--- config.mk ---
export PLATFORM = sky130hd
export DESIGN_NAME = gpu_read_port
export DESIGN_NICKNAME = d
export VERILOG_FILES = /design/src/rtl/gpu_read_port.sv
export SDC_FILE = /design/constraint.sdc
export NUM_CORES = 1
export LEC_CHECK = 0
export CAP_MARGIN = 20
export CORE_MARGIN = 2
export CORE_UTILIZATION = 39
export CTS_CLUSTER_DIAMETER = 80
export DETAILED_ROUTE_END_ITERATION = 6
export PLACE_DENSITY = 0.62
export SYNTH_ARGS = -nofsm -noshare
export SYNTH_HDL_FRONTEND = slang
export SYNTH_SLANG_ARGS = --single-unit
--- constraint.sdc ---
create_clock -name clk -period 3.99 [get_ports clk]
set_clock_uncertainty 0.2 [all_clocks]
set_input_delay 0.399 -clock clk [delete_from_list [all_inputs] [get_ports clk]]
set_output_delay 0.399 -clock clk [all_outputs]
set_load 0.01 [all_outputs]
--- src/rtl/gpu_read_port.sv ---
// gpu_read_port: CPU readback path for the GPU tile, attribute and color
// memories. Snoops CPU writes to the pointer/increment registers, prefetches
// the byte at the read pointer and serves it through the data-port register
// with post-read auto-increment. Single clock domain (clk); cpu_clk is only
// sampled through a synchronizer and used to find the end of each CPU cycle.
//
// Handshake: there is no valid/ready pair on the CPU side. Software polls
// status bit0 (valid) before reading the data port; a data-port read while
// valid=0 returns the stale latch and is never stalled. Toward the memories a
// read enable is a single-cycle strobe with its address; data is taken
// MEM_READ_LATENCY cycles later without any acknowledge.
module gpu_read_port #(
  parameter int SYNC_STAGES      = 2,
  parameter int MEM_READ_LATENCY = 1
) (
  input  logic        clk,
  input  logic        rst,
  input  logic        cpu_clk,
  input  logic        cs,
  input  logic        rw,
  input  logic [2:0]  addr,
  input  logic [7:0]  data_in,
  output logic [7:0]  data_out,
  output logic        data_out_enable,
  output logic        tile_memory_read_enable,
  output logic [10:0] tile_memory_read_addr,
  input  logic [7:0]  tile_memory_read_data,
  output logic        attribute_memory_read_enable,
  output logic [11:0] attribute_memory_read_addr,
  input  logic [7:0]  attribute_memory_read_data,
  output logic        color_memory_read_enable,
  output logic [3:0]  color_memory_read_addr,
  input  logic [7:0]  color_memory_read_data,
  output logic [1:0]  dbg_state
);

  typedef enum logic [1:0] {
    S_IDLE  = 2'd0,
    S_REQ   = 2'd1,
    S_WAIT  = 2'd2,
    S_LATCH = 2'd3
  } state_t;

  typedef enum logic [1:0] {
    TGT_TILE  = 2'd0,
    TGT_ATTR  = 2'd1,
    TGT_COLOR = 2'd2
  } target_t;

  // Last value of the wait counter before moving to LATCH.
  localparam logic [7:0] WAIT_LAST =
    8'((MEM_READ_LATENCY >= 2) ? (MEM_READ_LATENCY - 2) : 0);

  // Synchronizer and cycle-end detection.
  logic [SYNC_STAGES-1:0] r_sync;
  logic                   r_cpu_prev;
  logic                   w_cpu_fall;

  // Register-file state.
  logic [15:0] r_ptr;
  logic [7:0]  r_inc;
  logic [7:0]  r_latch;
  logic        r_valid;
  logic        r_init;

  // Fetch engine.
  state_t      r_state;
  state_t      w_state_next;
  target_t     r_target;
  target_t     w_sel_next;
  logic [7:0]  r_wait_cnt;
  logic [10:0] r_tile_addr;
  logic [11:0] r_attr_addr;
  logic [3:0]  r_color_addr;

  // Decoded CPU events, valid only on the cycle-end clk.
  logic        w_wr_inc;
  logic        w_wr_lo;
  logic        w_wr_hi;
  logic        w_rd_data;
  logic        w_trigger;
  logic [15:0] w_ptr_next;
  logic [11:0] w_attr_off;
  logic [7:0]  w_mem_data;
  logic        w_busy;

  // Bring cpu_clk into clk and keep one extra flop to spot its falling edge.
  always_ff @(posedge clk or negedge rst) begin
    if (!rst) begin
      r_sync     <= '0;
      r_cpu_prev <= 1'b0;
    end else begin
      r_sync[0] <= cpu_clk;
      for (int i = 1; i < SYNC_STAGES; i++) begin
        r_sync[i] <= r_sync[i-1];
      end
      r_cpu_prev <= r_sync[SYNC_STAGES-1];
    end
  end

  assign w_cpu_fall = r_cpu_prev & ~r_sync[SYNC_STAGES-1];

  assign w_wr_inc  = w_cpu_fall & ~cs & ~rw & (addr == 3'd3);
  assign w_wr_lo   = w_cpu_fall & ~cs & ~rw & (addr == 3'd4);
  assign w_wr_hi   = w_cpu_fall & ~cs & ~rw & (addr == 3'd5);
  assign w_rd_data = w_cpu_fall & ~cs &  rw & (addr == 3'd6);

  // Any pointer change (or the post-reset kick) restarts the prefetch.
  assign w_trigger = r_init | w_wr_lo | w_wr_hi | w_rd_data;

  // Pointer value that takes effect on this clk; also the prefetch address.
  always_comb begin
    w_ptr_next = r_ptr;
    if (w_wr_lo) begin
      w_ptr_next = {r_ptr[15:8], data_in};
    end else if (w_wr_hi) begin
      w_ptr_next = {data_in, r_ptr[7:0]};
    end else if (w_rd_data) begin
      w_ptr_next = r_ptr + {8'h00, r_inc};
    end
  end

  assign w_attr_off = w_ptr_next[11:0] - 12'h800;

  // Memory map decode of the address about to be fetched.
  always_comb begin
    w_sel_next = TGT_COLOR;
    if (w_ptr_next < 16'h0800) begin
      w_sel_next = TGT_TILE;
    end else if (w_ptr_next < 16'h1800) begin
      w_sel_next = TGT_ATTR;
    end
  end

  // One-shot kick that starts the prefetch of 0x0000 after reset.
  always_ff @(posedge clk or negedge rst) begin
    if (!rst) begin
      r_init <= 1'b1;
    end else begin
      r_init <= 1'b0;
    end
  end

  // Pointer and increment registers updated from snooped CPU cycles.
  always_ff @(posedge clk or negedge rst) begin
    if (!rst) begin
      r_ptr <= 16'h0000;
      r_inc <= 8'h01;
    end else begin
      if (w_wr_inc) begin
        r_inc <= data_in;
      end
      if (w_wr_lo | w_wr_hi | w_rd_data) begin
        r_ptr <= w_ptr_next;
      end
    end
  end

  // Capture target memory and its address at the start of each fetch.
  always_ff @(posedge clk or negedge rst) begin
    if (!rst) begin
      r_target     <= TGT_TILE;
      r_tile_addr  <= 11'h000;
      r_attr_addr  <= 12'h000;
      r_color_addr <= 4'h0;
    end else if (w_trigger) begin
      r_target <= w_sel_next;
      case (w_sel_next)
        TGT_TILE: r_tile_addr  <= w_ptr_next[10:0];
        TGT_ATTR: r_attr_addr  <= w_attr_off;
        default:  r_color_addr <= w_ptr_next[3:0];
      endcase
    end
  end

  // Fetch FSM state register.
  always_ff @(posedge clk or negedge rst) begin
    if (!rst) begin
      r_state <= S_IDLE;
    end else begin
      r_state <= w_state_next;
    end
  end

  // Fetch FSM next state; a trigger in any state restarts at REQ.
  always_comb begin
    w_state_next = r_state;
    if (w_trigger) begin
      w_state_next = S_REQ;
    end else begin
      case (r_state)
        S_IDLE: w_state_next = S_IDLE;
        S_REQ: begin
          if (MEM_READ_LATENCY <= 1) begin
            w_state_next = S_LATCH;
          end else begin
            w_state_next = S_WAIT;
          end
        end
        S_WAIT: begin
          if (r_wait_cnt == WAIT_LAST) begin
            w_state_next = S_LATCH;
          end
        end
        S_LATCH: w_state_next = S_IDLE;
        default: w_state_next = S_IDLE;
      endcase
    end
  end

  // Count cycles spent in WAIT; cleared whenever WAIT is not continuing.
  always_ff @(posedge clk or negedge rst) begin
    if (!rst) begin
      r_wait_cnt <= 8'h00;
    end else if ((r_state == S_WAIT) && !w_trigger) begin
      r_wait_cnt <= r_wait_cnt + 8'h01;
    end else begin
      r_wait_cnt <= 8'h00;
    end
  end

  // Select returned data from the memory this fetch targeted.
  always_comb begin
    w_mem_data = color_memory_read_data;
    case (r_target)
      TGT_TILE: w_mem_data = tile_memory_read_data;
      TGT_ATTR: w_mem_data = attribute_memory_read_data;
      default:  w_mem_data = color_memory_read_data;
    endcase
  end

  // Data latch and valid flag; a trigger discards any in-flight result.
  always_ff @(posedge clk or negedge rst) begin
    if (!rst) begin
      r_latch <= 8'h00;
      r_valid <= 1'b0;
    end else if (w_trigger) begin
      r_valid <= 1'b0;
    end else if (r_state == S_LATCH) begin
      r_latch <= w_mem_data;
      r_valid <= 1'b1;
    end
  end

  assign w_busy = (r_state != S_IDLE);

  // Single-cycle strobes, only in REQ and only to the latched target.
  assign tile_memory_read_enable      = (r_state == S_REQ) && (r_target == TGT_TILE);
  assign attribute_memory_read_enable = (r_state == S_REQ) && (r_target == TGT_ATTR);
  assign color_memory_read_enable     = (r_state == S_REQ) && (r_target == TGT_COLOR);
  assign tile_memory_read_addr        = r_tile_addr;
  assign attribute_memory_read_addr   = r_attr_addr;
  assign color_memory_read_addr       = r_color_addr;

  assign data_out_enable = ~cs & rw & ((addr == 3'd6) | (addr == 3'd7));

  // CPU read mux: data port and status register.
  always_comb begin
    data_out = 8'h00;
    case (addr)
      3'd6:    data_out = r_latch;
      3'd7:    data_out = {6'b000000, w_busy, r_valid};
      default: data_out = 8'h00;
    endcase
  end

  assign dbg_state = r_state;

endmodule

# == Word level (Yosys, flattened, before mapping) ==
# Index checks and enable logic that the tools add are counted.
# word_totals
latchBits,0
romBits,0
regBits,76
memories,0
in_bits,40
mem_bits_rw,0
# classes
n_bitwise,21
n_div,0
mux,13
multipliers,0
reduce_logical,17
n_eq_ne,12
magnitude_cmp,2
shifts,0
add_sub_neg,3
# op_table
op,n
two-way mux 16 bit,3
case mux 8 bit (2 select lines),2
adder 16 x 8 -> 16 bit,1
< comparator 16 x 12 -> 1 bit (second input constant),1
< comparator 16 x 13 -> 1 bit (second input constant),1
== test 3 bit (second input constant),4
subtractor 12 bit (second input constant),1
AND 1 bit,10
adder 8 x 1 -> 8 bit (second input constant),1
logical NOT 8 bit,1
two-way mux 2 bit,4
two-way mux 8 bit,1
AND reduction 2 bit,4
== test 2 x 1 -> 1 bit (second input constant),3
== test 2 bit (second input constant),3
logical NOT 2 bit,3
bitwise OR 1 bit,6
case mux 2 bit (3 select lines),1
inverter 1 bit,5
logical AND 1 bit,4
nonzero test 2 bit,2
OR reduction 2 bit,2
== test 3 x 2 -> 1 bit (second input constant),1
!= test 3 bit (second input constant),1
2 further kinds,3

# == Depth between registers and ports, before layout ==
# Gate-level depths: netlist (run 1).
# depth
ltp_word,15
mapped_depth,10

# == Worst setup path after synthesis (run 1) ==
# Ideal clock, no wire load.
# synth_timing
path_kind,register to register
start,register r_ptr[6]
end,register r_tile_addr[0] (netlist: tile_memory_read_addr[0])
n_path_buf,1
path_stages_with_launch,10
slack_ps,714
required_ps,3665
synth_period_minus_slack_ps,3276
t_arrival_ps,2951
cell_sequence,dfrtp_1 > ha_1 > nand3_1 > or3_4 > a2111oi_2 > xor2_1 > a211o_4 > nor4_4 > buf_6 > mux2_4
# synth_between
elab_chain_len,9
word_cells_on_any_way,10
cone_classes,add/sub (1); order compare (2); mux (5); reduce/logical (2)
# synth_rtl
item,line_no,source
start: declaration,60,logic [15:0] r_ptr;
start signal: assignment,154,r_ptr <= w_ptr_next;
adder 16 x 8 -> 16 bit,119,"w_ptr_next = r_ptr + {8'h00, r_inc};"
two-way mux 16 bit,118,end else if (w_rd_data) begin
two-way mux 16 bit *,116,end else if (w_wr_hi) begin
two-way mux 16 bit *,114,if (w_wr_lo) begin
< comparator 16 x 13 -> 1 bit,130,end else if (w_ptr_next < 16'h1800) begin
two-way mux 2 bit,130,
two-way mux 2 bit *,128,if (w_ptr_next < 16'h0800) begin
logical NOT 2 bit *,168,case (w_sel_next)
AND reduction 2 bit (no line) *,n/a,
end signal: assignment,169,TGT_TILE: r_tile_addr <= w_ptr_next[10:0];
end: declaration,72,logic [10:0] r_tile_addr;
# Mark *: on every way between the ends. The rest lies on a longest branch, timed or not.
# A chain may end at the register's enable or synchronous reset.

# == Worst setup path in the final report (run 1) ==
# layout_timing
start,register r_ptr[2]
end,register r_tile_addr[5] (netlist: tile_memory_read_addr[5])
# layout_between
elab_chain_len,9
word_cells_on_any_way,10
cone_classes,add/sub (1); order compare (2); mux (5); reduce/logical (2)
# layout_rtl
item,line_no
adder 16 x 8 -> 16 bit,119
two-way mux 16 bit,118
two-way mux 16 bit *,116
two-way mux 16 bit *,114
< comparator 16 x 13 -> 1 bit,130
two-way mux 2 bit,130
two-way mux 2 bit,128
logical NOT 2 bit,168
AND reduction 2 bit (no line),n/a
# Marked as above.

==> results.ini, run 1 <==
[cts]
path_clk_slew_ns = 0.09
cts.path.max_buffers = 2
htreeDepth = 3
ctsHoldBuffers = 0
post_cts_buffers = 0
clkSinkCount = 76
cts_buffers = 9
clockRootBuffer = clkbuf_8
clk_latency_ns = 0.35
cts_tree = done
cts_resized = 0

[layout]
finish.net_count = 497
regArea_um2 = 1900
fillers = 916
multiInputGateArea_um2 = 2040
area_growth_pct = 28.5
layout.cells.non_filler = 583
diodes = 0
drive_gt1_share_pct = 16.6
stdcell_area_um2 = 5220

[timing]
finalSetupViolations = 0
worstMarginPinSlew_ns = 0.955
tns_ns = 0
fin_crit_ns = 3.54
setup_slack_ns = 0.447
finalCritPeriodShare_pct = 88.8
slew-limit-headroom_pct = 36.3
timing.hold.ws_ns = -0.0169
fmax_mhz = 282
grt_setup_unrepaired = false
drv_slew = 0
hold_violations = 12

[detailed_routing]
drt-wirelength-per-cell_um = 15.8
vias = 2950
drt-initial-drc-count = 118
dr.pass1.iters = 4
drc = 0
postRouteAntennaNets = 0
wirelength_um = 9230
viasPerCell = 5.06

[logic_synthesis]
synthTopCellsByCount = 74 x dfrtp_1, 28 x nor2_1, 27 x mux2_2
post-synth-top-area-cell = dfrtp_1
synth_seq_area_share_pct = 46.9
synth_warnings = 0
synth_edf_count = 0
syn_nets = 412
syn_area_um2 = 4060
synth_area_per_cell_um2 = 11.4
async_flop_share_pct = 100
synth_top_area_share_pct = 45.6
synthCells = 357
synth_most_common_cell = dfrtp_1
synthDistinctLibCells = 57
synth_flop_cell = dfrtp_1
synthTopCellsByArea = dfrtp_1 46%, mux2_2 7.5%, mux2i_1 5.7%
ys_ff_latch = 76

[run_status]
status = finished with violations
violations = negative hold slack

[floorplan]
core-area_um2 = 10200
initial_utilization_pct = 39.7
num_rows = 37
die_h_um = 106
fp.dieW_um = 106
die_area_um2 = 11200
ios = 81

[global_route]
antenna_found_initial = 0
grt_max_degree = 77
grt_pass1_vias = 3052
grt_first_pass_wirelength_um = 15300
grt.total_usage_pct = 17.4
gr-total-overflow = 0

[worst_setup_path]
crit_type = reg -> reg
worst_path_max_delay_cell = or3_4
end_kind = flop
regToRegSetupSlack_ns = 0.45
path_cells = ha_1 -> o211ai_1 -> or3_4 -> a2111oi_2 -> xor2_1 -> a211o_4 -> nor4_4 -> buf_4 -> mux2_2
slowest_delay_ns = 0.43
cp-start-kind = flop
crit_fanout = 11
required_ns = 4.03
worstPathArrival_ns = 3.59

[power_and_ir_drop]
pwr_density_cell_nw_per_um2 = 546
power.total_mw = 2.85
vdd_drop_max_mv = 0.293
power.leakage_nw = 2.32

[placed_design]
place_congestion = 0.833
placed_cell_area_um2 = 5010
dp_cells = 567
place_ws_ns = 0.363
port_buffers = 80
post-dp-hpwl_um = 6790

[run]
cap_viol_max_count = 0

[min_path]
hp-class = in -> async

## area by class of cell
cell class | instances | area share [%]
timing repair buffer | 87 | 16.3
tap | 136 | 3.26
inverter | 12 | 0.863
clock inverter | 7 | 1.73
clock buffer | 9 | 2.37
multi-input combinational | 256 | 39.0
sequential | 76 | 36.5
## metal layers
| layer | part of all wire (%) | vias up | GRT usage, % | wire, um |
|---|---|---|---|---|
| met4 | 1.6 | 0 | 7.05 | 143 |
| met2 | 48 | 42 | 27.8 | 4430 |
| li1 | - | 1460 | - | - |
| met3 | 2.4 | 11 | 2.51 | 219 |
| met1 | 48 | 1437 | 23.7 | 4430 |
| met5 | 0 | - | 0 | 0 |
## per-stage QoR
stage	util [%]	hold slack, ns
after floorplan	-	-0.0966
after global placement	48.9	0.144
after detailed placement	48.9	0.164
after CTS	51.0	0.0239
after global routing	51.0	0.0631
final	51.0	-0.0169
## layout by cell type, fill, tap and decap left out, drive strengths merged, types with 3 or more instances in the layout
cell           synthesis  layout
nor3                   3       3
mux2                  36      36
dfrtp                 74      74
nor3b                  4       4
nor4                   3       3
xor2                   8       8
nor2                  28      28
buf                    7       8
a211oi                 6       6
o21ai                 20      20
nand2                 23      23
mux2i                 23      23
nand3                 12      12
and3b                  3       3
ha                    14      14
clkbuf                 6       9
inv                   12      16
xnor2                  5       5
a21o                   7       7
clkdlybuf4s50          0      79
and2                   9       9
and3                   5       5
a21oi                 15      15
## worst paths after layout
kind	endpoint	depth (start not counted)	start
hold / removal	attribute_memory_read_addr[2]	1	rst
hold reg to reg	r_sync[1]	0	r_sync[0]
setup / recovery	tile_memory_read_addr[5]	9	r_ptr[2]
max in group asynchronous	r_ptr[13]	1	rst
min in group clk	r_sync[1]	0	r_sync[0]
setup reg to reg	tile_memory_read_addr[5]	9	r_ptr[2]
## power breakdown
| part | switching (mW) | total, mW | internal, mW |
|---|---|---|---|
| Clock | 0.331 | 0.638 | 0.307 |
| Sequential | 0.173 | 1.16 | 0.991 |
| Combinational | 0.445 | 1.05 | 0.601 |
| Total | 0.949 | 2.85 | 1.90 |
## cell families after synthesis
group	share of synthesized area, %
other	0.0923
muxes	16.5
and+or+nand+nor	14.1
buffers and inverters	2.99
xor gates and xnor gates	2.80
DFF	46.9
adders and majority gates	4.80
AOI/OAI and AO/OA	11.9
## worst max-delay path: cells and delay by family, from the launching register on
family,cells,cell delay (ns)
adder cells (fa/ha/maj),1,0.37
XOR/XNOR,1,0.19
AND/OR/NAND/NOR,2,0.70
buffers and inverters,1,0.27
AO/OA/AOI/OAI,3,0.95
flip-flops,1,0.39
multiplexers,1,0.35
## sequential cells by signal, summed over array words and instances, names as in the netlist, 2 cells and up
register / cells
dbg_state: 2
r_wait_cnt: 8
r_latch: 8
color_memory_read_addr: 4
tile_memory_read_addr: 11
r_ptr: 16
r_inc: 8
attribute_memory_read_addr: 12
r_target: 2
r_sync: 2
Note: power is estimated with default switching activity, not from simulation.
==> run 2, diff against run 1 <==
Settings changed: CAP_MARGIN 20 to default.
==> results of run 2 <==
The final DEF is identical to that of run 1; final timing and power are the same.
==> run 3, diff against run 2 <==
Settings changed: CORE_ASPECT_RATIO from default to 1.5, SKIP_LAST_GASP from default to 1.
==> results.ini, run 3 (synthesized netlist as in run 1, its figures left out) <==
[run_status]
status = finished, final reports clean

[min_path]
hp-class = in -> async

[global_route]
gr-total-overflow = 0  ; unchanged
grt_pass1_vias = 3140  ; +2.9%
grt_first_pass_wirelength_um = 15700  ; +2.3%
antenna_found_initial = 0  ; unchanged
grt_max_degree = 42  ; -45%
grt.total_usage_pct = 18.4  ; +1.0 points

[timing]
fin_crit_ns = 3.51  ; -0.0369 ns
tns_ns = 0  ; unchanged
setup_slack_ns = 0.484  ; +0.0369 ns
fmax_mhz = 285  ; +1.1%
slew-limit-headroom_pct = 37.2  ; +0.87 points
hold_violations = 0  ; -12
worstMarginPinSlew_ns = 0.942  ; -0.0130 ns
grt_setup_unrepaired = false
finalCritPeriodShare_pct = 87.9  ; -0.92 points
drv_slew = 0  ; unchanged
finalSetupViolations = 0  ; unchanged

[layout]
finish.net_count = 499  ; +0.40%
stdcell_area_um2 = 5310  ; +1.7%
area_growth_pct = 30.7
layout_commonest_cell = clkdlybuf4s50_1
top_register = r_ptr
diodes = 0  ; unchanged
final_util_pct = 52.4  ; +1.3 points
final_cell_mix = 79 x clkdlybuf4s50_1, 74 x dfrtp_1, 28 x nor2_1
largest_register_ffs = 16  ; unchanged
drive_gt1_share_pct = 16.7  ; +0.19 points
layout.cells.non_filler = 565  ; -3.1%

[cts]
post_cts_buffers = 0  ; unchanged
htreeDepth = 3  ; unchanged
cts_buffers = 9  ; unchanged
clk_latency_ns = 0.34  ; about the same
cts_tree = done
clockRootBuffer = clkbuf_16
cts.path.max_buffers = 2  ; unchanged
ctsHoldBuffers = 0  ; unchanged
cts_resized = 0  ; unchanged
clkSinkCount = 76  ; unchanged
path_clk_slew_ns = 0.06  ; -0.03 ns

[power_and_ir_drop]
power.leakage_nw = 2.38  ; +2.4%
vdd_drop_max_mv = 0.323  ; +10%
pwr_density_cell_nw_per_um2 = 581  ; +6.5%

[detailed_routing]
vias = 2982  ; +1.1%
drt-initial-drc-count = 180  ; +53%
postRouteAntennaNets = 0  ; unchanged
wirelength_um = 9400  ; +1.9%
dr.pass1.iters = 4  ; unchanged
viasPerCell = 5.28  ; +4.3%
drc = 0  ; unchanged
drt-wirelength-per-cell_um = 16.6  ; +5.1%

[floorplan]
fp.dieW_um = 87.3  ; -18%
ios = 81  ; unchanged
num_rows = 45  ; +22%
initial_utilization_pct = 40.1  ; +0.38 points
die_area_um2 = 11300  ; +0.15%
die_h_um = 129  ; +22%
core-area_um2 = 10100  ; -0.94%

[worst_setup_path]
regToRegSetupSlack_ns = 0.48  ; +0.04 ns
end_kind = flop
worst_path_max_delay_cell = or3_4
worstPathArrival_ns = 3.53  ; -0.06 ns
slowest_delay_ns = 0.43  ; about the same
crit_type = reg -> reg
crit_fanout = 11  ; unchanged
path_cells = ha_1 -> nand3_1 -> or3_4 -> a2111oi_2 -> xor2_1 -> a211o_4 -> nor4_4 -> buf_4 -> mux2_2
required_ns = 4.01  ; -0.02 ns
cp-start-kind = flop

[run]
cap_viol_max_count = 0  ; unchanged

[placed_design]
placed_cell_area_um2 = 5000  ; -0.22%
post-dp-hpwl_um = 7180  ; +5.7%
place_congestion = 0.864  ; +3.7%
dp_cells = 550  ; -3.0%
place_ws_ns = 0.401  ; +0.0383 ns
port_buffers = 80  ; unchanged

run 3: changes by cell type in the layout (fill, tap and decap cells not counted), sizes merged:
cell	delta
inv	-3
buf	+2
clkinv	+1
bufinv	+1
run 3: per-layer routing:
| metal | part of all wire [%] | track usage, % |
|---|---|---|
| met1 | 40 | 20.8 |
| met2 | 54 | 33.0 |
| met3 | 3.4 | 3.27 |
| met4 | 2.4 | 8.24 |
| met5 | 0 | 0 |
run 3: area by class of cell:
type                       instances  area [um^2]
clock inverter                     6         87.6
tap                              117          146
sequential                        76         1900
timing repair buffer              89          863
clock buffer                       9          225
fill                             916         4830
multi-input combinational        256         2040
inverter                          12         45.0
run 3: report_power, final:
group | internal (mW) | switching, mW | leakage, nW
sequential | 0.995 | 0.184 | 0.985
combinational | 0.602 | 0.446 | 1.24
clock | 0.545 | 0.315 | 0.156
run 3: stage by stage:
step,hold slack [ns],total power [mW]
after detailed placement,0.163,2.25
after floorplan,-0.0966,1.74
after global routing,0.0890,3.28
final,0.0121,3.09
after global placement,0.134,2.23
after CTS,0.0477,3.13
run 3: worst paths after layout:
path | from | to | cells past startpoint
hold / removal | rst | r_latch[7] | 1
setup / recovery | r_ptr[5] | tile_memory_read_addr[5] | 9
min in group clk | r_sync[0] | r_sync[1] | 0
hold reg to reg | r_sync[0] | r_sync[1] | 0
max in group asynchronous | rst | tile_memory_read_addr[4] | 2
setup reg to reg | r_ptr[5] | tile_memory_read_addr[5] | 9
run 3: critical path: cells and delay by family, from the launching register on:
kind / cells / cell delay, ns
xor gates and xnor gates: 1 / 0.18
adders and majority gates: 1 / 0.39
AOI/OAI and AO/OA: 2 / 0.80
DFF: 1 / 0.38
buffers and inverters: 1 / 0.27
and+or+nand+nor: 3 / 0.81
muxes: 1 / 0.36
